## config.mk

```make
export PLATFORM = sky130hd
export DESIGN_NAME = out_port_serializer
export DESIGN_NICKNAME = d
export VERILOG_FILES = /design/src/rtl/out_port_serializer_pkg.sv /design/src/rtl/out_port_serializer_sync_fifo.sv /design/src/rtl/out_port_serializer.sv
export SDC_FILE = /design/constraint.sdc
export NUM_CORES = 1
export LEC_CHECK = 0
export BUFFER_PORTS_ARGS = -buffer_cell sky130_fd_sc_hd__buf_4
export CAP_MARGIN = 30
export CORE_ASPECT_RATIO = 1.1
export CORE_MARGIN = 2
export CORE_UTILIZATION = 59
export CTS_CLUSTER_DIAMETER = 30
export DETAILED_ROUTE_END_ITERATION = 10
export GPL_TIMING_DRIVEN = 1
export PLACE_DENSITY_LB_ADDON = 0.3
export SYNTH_ARGS = -nofsm -noshare
export SYNTH_HDL_FRONTEND = slang
export SYNTH_SLANG_ARGS = --single-unit
```

## constraint.sdc

```tcl
create_clock -name clk -period 2.56 [get_ports clk]
set_input_delay 0.128 -clock clk [delete_from_list [all_inputs] [get_ports clk]]
set_output_delay 0.128 -clock clk [all_outputs]
set_load 0.01 [all_outputs]
```

## src/rtl/out_port_serializer_pkg.sv

```systemverilog
`timescale 1ns/1ps
// ---------------------------------------------------------------------------
// out_port_serializer_pkg
// Shared definitions for the CPU output-port serializer:
//   - 2-bit encoding of the serializer FSM states
//   - 8N1 frame geometry (start bit, eight data bits, stop bit)
// No ports; imported by out_port_serializer.
// ---------------------------------------------------------------------------
package out_port_serializer_pkg;

  localparam logic [1:0] ST_IDLE_ENC  = 2'd0;
  localparam logic [1:0] ST_START_ENC = 2'd1;
  localparam logic [1:0] ST_DATA_ENC  = 2'd2;
  localparam logic [1:0] ST_STOP_ENC  = 2'd3;

  typedef enum logic [1:0] {
    ST_IDLE  = ST_IDLE_ENC,
    ST_START = ST_START_ENC,
    ST_DATA  = ST_DATA_ENC,
    ST_STOP  = ST_STOP_ENC
  } ser_state_e;

  // Bits per 8N1 frame: one start, eight data, one stop.
  localparam int unsigned FRAME_BITS = 10;

  // Index of the last data bit inside the DATA state (start and stop excluded).
  localparam int unsigned LAST_DATA_IDX = FRAME_BITS - 3;

endpackage

```

## src/rtl/out_port_serializer_sync_fifo.sv

```systemverilog
`timescale 1ns/1ps
// ---------------------------------------------------------------------------
// sync_fifo
// Single-clock FIFO with registered occupancy and full flag.
//   clk, reset_n  : clock and asynchronous active-low reset
//   push, wdata   : write request and data; ignored while full
//   pop, rdata    : read request; rdata always shows the head entry
//   count         : occupancy after the most recent edge
//   full, empty   : occupancy == DEPTH / occupancy == 0
// A push while full is dropped even if a pop happens on the same edge, so the
// caller can rely on "full before the edge" to detect a lost byte.
// ---------------------------------------------------------------------------
module sync_fifo #(
  parameter int WIDTH = 8,
  parameter int DEPTH = 4
) (
  input  logic                     clk,
  input  logic                     reset_n,
  input  logic                     push,
  input  logic                     pop,
  input  logic [WIDTH-1:0]         wdata,
  output logic [WIDTH-1:0]         rdata,
  output logic [$clog2(DEPTH):0]   count,
  output logic                     full,
  output logic                     empty
);

  localparam int PTR_W = $clog2(DEPTH);
  localparam int CNT_W = PTR_W + 1;

  logic [WIDTH-1:0] mem_q [DEPTH];

  logic [PTR_W-1:0] wr_ptr_q, wr_ptr_d;
  logic [PTR_W-1:0] rd_ptr_q, rd_ptr_d;
  logic [CNT_W-1:0] count_q, count_d;
  logic             full_q, full_d;
  logic             do_push;
  logic             do_pop;

  // Qualify requests against the registered occupancy; DEPTH is a power of
  // two so the pointers wrap naturally at their width.
  always_comb begin
    do_push  = push && !full_q;
    do_pop   = pop && (count_q != '0);
    wr_ptr_d = wr_ptr_q;
    rd_ptr_d = rd_ptr_q;
    count_d  = count_q;

    if (do_push) begin
      wr_ptr_d = wr_ptr_q + PTR_W'(1);
    end
    if (do_pop) begin
      rd_ptr_d = rd_ptr_q + PTR_W'(1);
    end

    case ({do_push, do_pop})
      2'b10:   count_d = count_q + CNT_W'(1);
      2'b01:   count_d = count_q - CNT_W'(1);
      default: count_d = count_q;
    endcase

    full_d = (count_d == CNT_W'(DEPTH));
  end

  always_ff @(posedge clk or negedge reset_n) begin
    if (!reset_n) begin
      wr_ptr_q <= '0;
      rd_ptr_q <= '0;
      count_q  <= '0;
      full_q   <= 1'b0;
    end else begin
      wr_ptr_q <= wr_ptr_d;
      rd_ptr_q <= rd_ptr_d;
      count_q  <= count_d;
      full_q   <= full_d;
    end
  end

  // Storage needs no reset: entries are only read after being written.
  always_ff @(posedge clk) begin
    if (do_push) begin
      mem_q[wr_ptr_q] <= wdata;
    end
  end

  assign rdata = mem_q[rd_ptr_q];
  assign count = count_q;
  assign full  = full_q;
  assign empty = (count_q == '0);

endmodule

```

## src/rtl/out_port_serializer.sv

```systemverilog
`timescale 1ns/1ps
// ---------------------------------------------------------------------------
// out_port_serializer
// Captures bytes the CPU writes via doOut/dbus, buffers them in a small FIFO
// and shifts them out on tx as 8N1 frames, LSB first.
//   clk, reset_n : clock and asynchronous active-low reset
//   doOut, dbus  : output strobe and data byte, sampled on posedge
//   tx           : registered serial line, idle high
//   busy         : a frame is in START, DATA or STOP
//   full, count  : FIFO full flag and occupancy (registered)
//   overflow     : sticky, set when a byte is dropped because the FIFO is full
// ---------------------------------------------------------------------------
module out_port_serializer
  import out_port_serializer_pkg::*;
#(
  parameter int CLKS_PER_BIT = 4,
  parameter int DEPTH        = 4
) (
  input  logic                   clk,
  input  logic                   reset_n,
  input  logic                   doOut,
  input  logic [7:0]             dbus,
  output logic                   tx,
  output logic                   busy,
  output logic                   full,
  output logic [$clog2(DEPTH):0] count,
  output logic                   overflow
);

  localparam int BAUD_W = $clog2(CLKS_PER_BIT);
  localparam logic [BAUD_W-1:0] BAUD_LAST = BAUD_W'(CLKS_PER_BIT - 1);
  localparam logic [2:0]        BIT_LAST  = 3'(LAST_DATA_IDX);

  ser_state_e        state_q, state_d;
  logic [BAUD_W-1:0] baud_q, baud_d;
  logic [2:0]        bit_idx_q, bit_idx_d;
  logic [7:0]        shift_q, shift_d;
  logic              tx_q, tx_d;
  logic              overflow_q, overflow_d;

  logic                   bit_end;
  logic                   fifo_pop;
  logic [7:0]             fifo_rdata;
  logic [$clog2(DEPTH):0] fifo_count;
  logic                   fifo_full;
  logic                   fifo_empty;

  sync_fifo #(
    .WIDTH (8),
    .DEPTH (DEPTH)
  ) u_fifo (
    .clk     (clk),
    .reset_n (reset_n),
    .push    (doOut),
    .pop     (fifo_pop),
    .wdata   (dbus),
    .rdata   (fifo_rdata),
    .count   (fifo_count),
    .full    (fifo_full),
    .empty   (fifo_empty)
  );

  assign bit_end = (baud_q == BAUD_LAST);

  // Frame sequencer. A pop happens only when leaving IDLE or when a STOP bit
  // ends with data waiting, which chains frames with no idle gap. The baud
  // counter is cleared on every state change so each bit lasts exactly
  // CLKS_PER_BIT cycles.
  always_comb begin
    state_d   = state_q;
    baud_d    = baud_q;
    bit_idx_d = bit_idx_q;
    shift_d   = shift_q;
    fifo_pop  = 1'b0;

    case (state_q)
      ST_IDLE: begin
        if (!fifo_empty) begin
          fifo_pop = 1'b1;
          shift_d  = fifo_rdata;
          baud_d   = '0;
          state_d  = ST_START;
        end
      end

      ST_START: begin
        if (bit_end) begin
          baud_d    = '0;
          bit_idx_d = '0;
          state_d   = ST_DATA;
        end else begin
          baud_d = baud_q + BAUD_W'(1);
        end
      end

      ST_DATA: begin
        if (bit_end) begin
          baud_d  = '0;
          shift_d = {1'b0, shift_q[7:1]};
          if (bit_idx_q == BIT_LAST) begin
            state_d = ST_STOP;
          end else begin
            bit_idx_d = bit_idx_q + 3'd1;
          end
        end else begin
          baud_d = baud_q + BAUD_W'(1);
        end
      end

      ST_STOP: begin
        if (bit_end) begin
          baud_d = '0;
          if (!fifo_empty) begin
            fifo_pop = 1'b1;
            shift_d  = fifo_rdata;
            state_d  = ST_START;
          end else begin
            state_d = ST_IDLE;
          end
        end else begin
          baud_d = baud_q + BAUD_W'(1);
        end
      end

      default: begin
        state_d = ST_IDLE;
        baud_d  = '0;
      end
    endcase
  end

  // tx is computed from the next state so the line register changes on the
  // same edge as the state, keeping tx free of any path from the inputs.
  always_comb begin
    tx_d = 1'b1;
    case (state_d)
      ST_IDLE:  tx_d = 1'b1;
      ST_START: tx_d = 1'b0;
      ST_DATA:  tx_d = shift_d[0];
      ST_STOP:  tx_d = 1'b1;
      default:  tx_d = 1'b1;
    endcase
  end

  // The FIFO's full flag is the occupancy before this edge, which is exactly
  // when a strobed byte is lost, regardless of a simultaneous pop.
  always_comb begin
    overflow_d = overflow_q | (doOut & fifo_full);
  end

  always_ff @(posedge clk or negedge reset_n) begin
    if (!reset_n) begin
      state_q    <= ST_IDLE;
      baud_q     <= '0;
      bit_idx_q  <= '0;
      shift_q    <= '0;
      tx_q       <= 1'b1;
      overflow_q <= 1'b0;
    end else begin
      state_q    <= state_d;
      baud_q     <= baud_d;
      bit_idx_q  <= bit_idx_d;
      shift_q    <= shift_d;
      tx_q       <= tx_d;
      overflow_q <= overflow_d;
    end
  end

  assign tx       = tx_q;
  assign busy     = (state_q != ST_IDLE);
  assign full     = fifo_full;
  assign count    = fifo_count;
  assign overflow = overflow_q;

endmodule

```

==> qor.yml <==
global_route:
  grt_pass1_vias: 1696
  grt_use_total_pct: 23.0
  overflow: 0
  grt_max_degree: 26
  grt_pass1_wl_um: 8050
  antenna_found_initial: 0
synth:
  yosysTopAreaCellShare_pct: 36.6
  ys_top_cells_by_count: "edfxtp_1 (32), dfrtp_1 (24), ha_1 (15)"
  yosys.area.top_type: "edfxtp_1"
  yosysUniqueCellTypes: 45
  synth_cells: 185
  ys_seq_area_share_pct: 60.5
  async_flop_share_pct: 43.9
  synth_edf_count: 32
  synthTopCellsByArea: "edfxtp_1 (37%), dfrtp_1 (23%), ha_1 (7.2%)"
  synth-seq-cells: 57
  avgSynthCellArea_um2: 14.2
  synth_nets: 212
  yosys_warnings: 0
  synth.most_common_cell: "edfxtp_1"
  syn_area_um2: 2620
  ys.flop_type: "edfxtp_1"
worst_setup_path:
  cp-start-kind: "flip-flop"
  worst-setup-path-type: "reg2reg"
  cp.arrival_ps: 2650
  worst_setup_path_end_kind: "flip-flop"
  cp_data_required_time_ps: 2810
  crit_fanout: 5
sta:
  relSlewSlack_pct: 51.9
  rsz0062_at_grt: "no"
  hold_viol_final: 0
  fin_tns_setup_ps: 0
  setup_viol: 0
  fin_crit_ps: 2400
  worst_pin_slew_ps: 701
  slew_violations: 0
  fmaxAchievable_mhz: 416
  skew_ps: 7.57
  whs_ps: 13.5
  min_period_over_period_pct: 93.9
  setup_ws_ps: 155
cts:
  cts_tree: "built"
  worst_skew_pair.late_latency_ps: 320
  clock_sinks: 57
  cts_root_buf: "clkbuf_8"
  htreeDepth: 3
  path_clk_slew_ps: 60
  numCtsBuffers: 9
  clock_path_buffers: 2
pwr:
  peakVddDrop_uv: 691
  power_density_nw_per_um2: 1140
  leakage_uw: 0.00127
routing:
  wl_per_cell_um: 18.8
  drt-initial-drc-count: 87
  routed_via_density: 5.92
  vias: 1658
  ant_nets: 0
  drt_first_pass_iters: 4
  drc: 0
  drt_wl_total_um: 5260
finish:
  final_cell_count_no_fill: 280
  area_growth_pct: 19.8
  drive_above_1_share_pct: 27.0
  antenna-diode-count: 0
  fin_util_pct: 73.3
  num-nets-final: 248
hold_path:
  hold_class: "in2reg"
place:
  place_hpwl_um: 3340
  dp_slack_ps: -26.5
  numPortBuffers: 17
  placed_cells: 252
  gp_congestion: 0.725
run_status:
  outcome: "complete, no violations"
floorplan:
  initial_core_util_pct: 61.2
  ios: 18
  coreArea_um2: 4290
  die_width_um: 67.6
  die_h_um: 73.9
  num_rows: 25
  dieArea_um2: 4990
job:
  cap_violations: 0
## registers in the layout, summed over array words and instances, names as in the netlist, 2 cells and up
| signal | flops |
|---|---|
| bit_idx_q | 3 |
| baud_q | 2 |
| u_fifo.wr_ptr_q | 2 |
| state_q | 2 |
| u_fifo.count | 3 |
| u_fifo.mem_q | 32 |
| u_fifo.rd_ptr_q | 2 |
| shift_q | 8 |
## area by class of cell
class	instances	area [um2]
repair buffers	31	253
multi-input cells	109	1000
inverters	13	51.3
clock buffers	12	135
fillers	258	1140
clock inverters	4	46.3
flip-flops and latches	57	1590
well taps	54	67.6
## timing repair
action,in CTS,in global routing
cloned,0,0
endpoints found under the setup margin,1,1
pin swaps,0,3
hold buffers,8,0
endpoints found under the hold margin,49,0
resized for setup,1,10
setup buffers,0,4
## critical path, stage by stage, from the launching register on
cell and delay, ps:
dfrtp_1 440, inv_2 140, ha_4 160, a21oi_2 70, nor3_2 250, ha_2 230
inv_1 50, fa_2 330, xor2_1 150, nor2_1 140, xor2_1 170, nor3b_2 180
## per-stage QoR
step / total power (uW) / cell area [um2]
after global placement: 2570 / 2800
after global routing: 3770 / 3140
after detailed placement: 2670 / 2800
after CTS: 3460 / 3070
after floorplan: 2300 / 2620
final: 3570 / 3140
## cell families (layout without fill, tap and decap cells)
family,Yosys count,after routing,share of synthesized area [%]
multiplexers,12,12,8.49
buffers and inverters,19,60,2.96
flip-flops,57,57,60.5
XOR/XNOR,6,6,2.00
adder cells (fa/ha/maj),16,16,7.92
AO/OA/AOI/OAI,34,34,9.64
AND/OR/NAND/NOR,41,41,8.44
## path summary, 6_finish.rpt
| check | from | to | slack (ps) | cells after the start |
|---|---|---|---|---|
| min | dbus[0] | u_fifo.mem_q[2][0] | 10 | 1 |
| max in group asynchronous | reset_n | tx | 2010 | 2 |
| max reg2reg | state_q[1] | u_fifo.full | 160 | 11 |
| min in group asynchronous | reset_n | baud_q[0] | 250 | 2 |
| min reg2reg | overflow | overflow | 480 | 1 |
| max | state_q[1] | u_fifo.full | 160 | 11 |
## layer usage
metal / GRT usage, % / up-vias / wire [um]
li1: - / 764 / -
met1: 27.3 / 854 / 2120
met2: 40.8 / 32 / 2940
met3: 5.51 / 8 / 143
met4: 7.26 / 0 / 66
met5: 0 / - / 0
## placed cells by master (no fill, tap or decap), types with 3 or more instances in the layout
| cell | instances |
|---|---|
| edfxtp_1 | 32 |
| dfrtp_1 | 23 |
| buf_4 | 23 |
| nand2_1 | 12 |
| ha_1 | 12 |
| inv_1 | 10 |
| o21ai_1 | 10 |
| clkbuf_8 | 9 |
| mux4_2 | 8 |
| dlygate4sd3_1 | 8 |
| nor2_1 | 7 |
| a222oi_1 | 6 |
| a22o_1 | 6 |
| and2_1 | 5 |
| xnor2_1 | 3 |
| xor2_1 | 3 |
| clkbuf_1 | 3 |
## where the power goes
part	total, uW	internal, uW	leakage (uW)	switching, uW
Combinational	1360	635	0.000577	730
Sequential	1430	1210	0.000607	217
Clock	776	445	0.0000880	331
Total	3570	2290	0.00127	1280
Note: power is estimated with default switching activity, not from simulation.
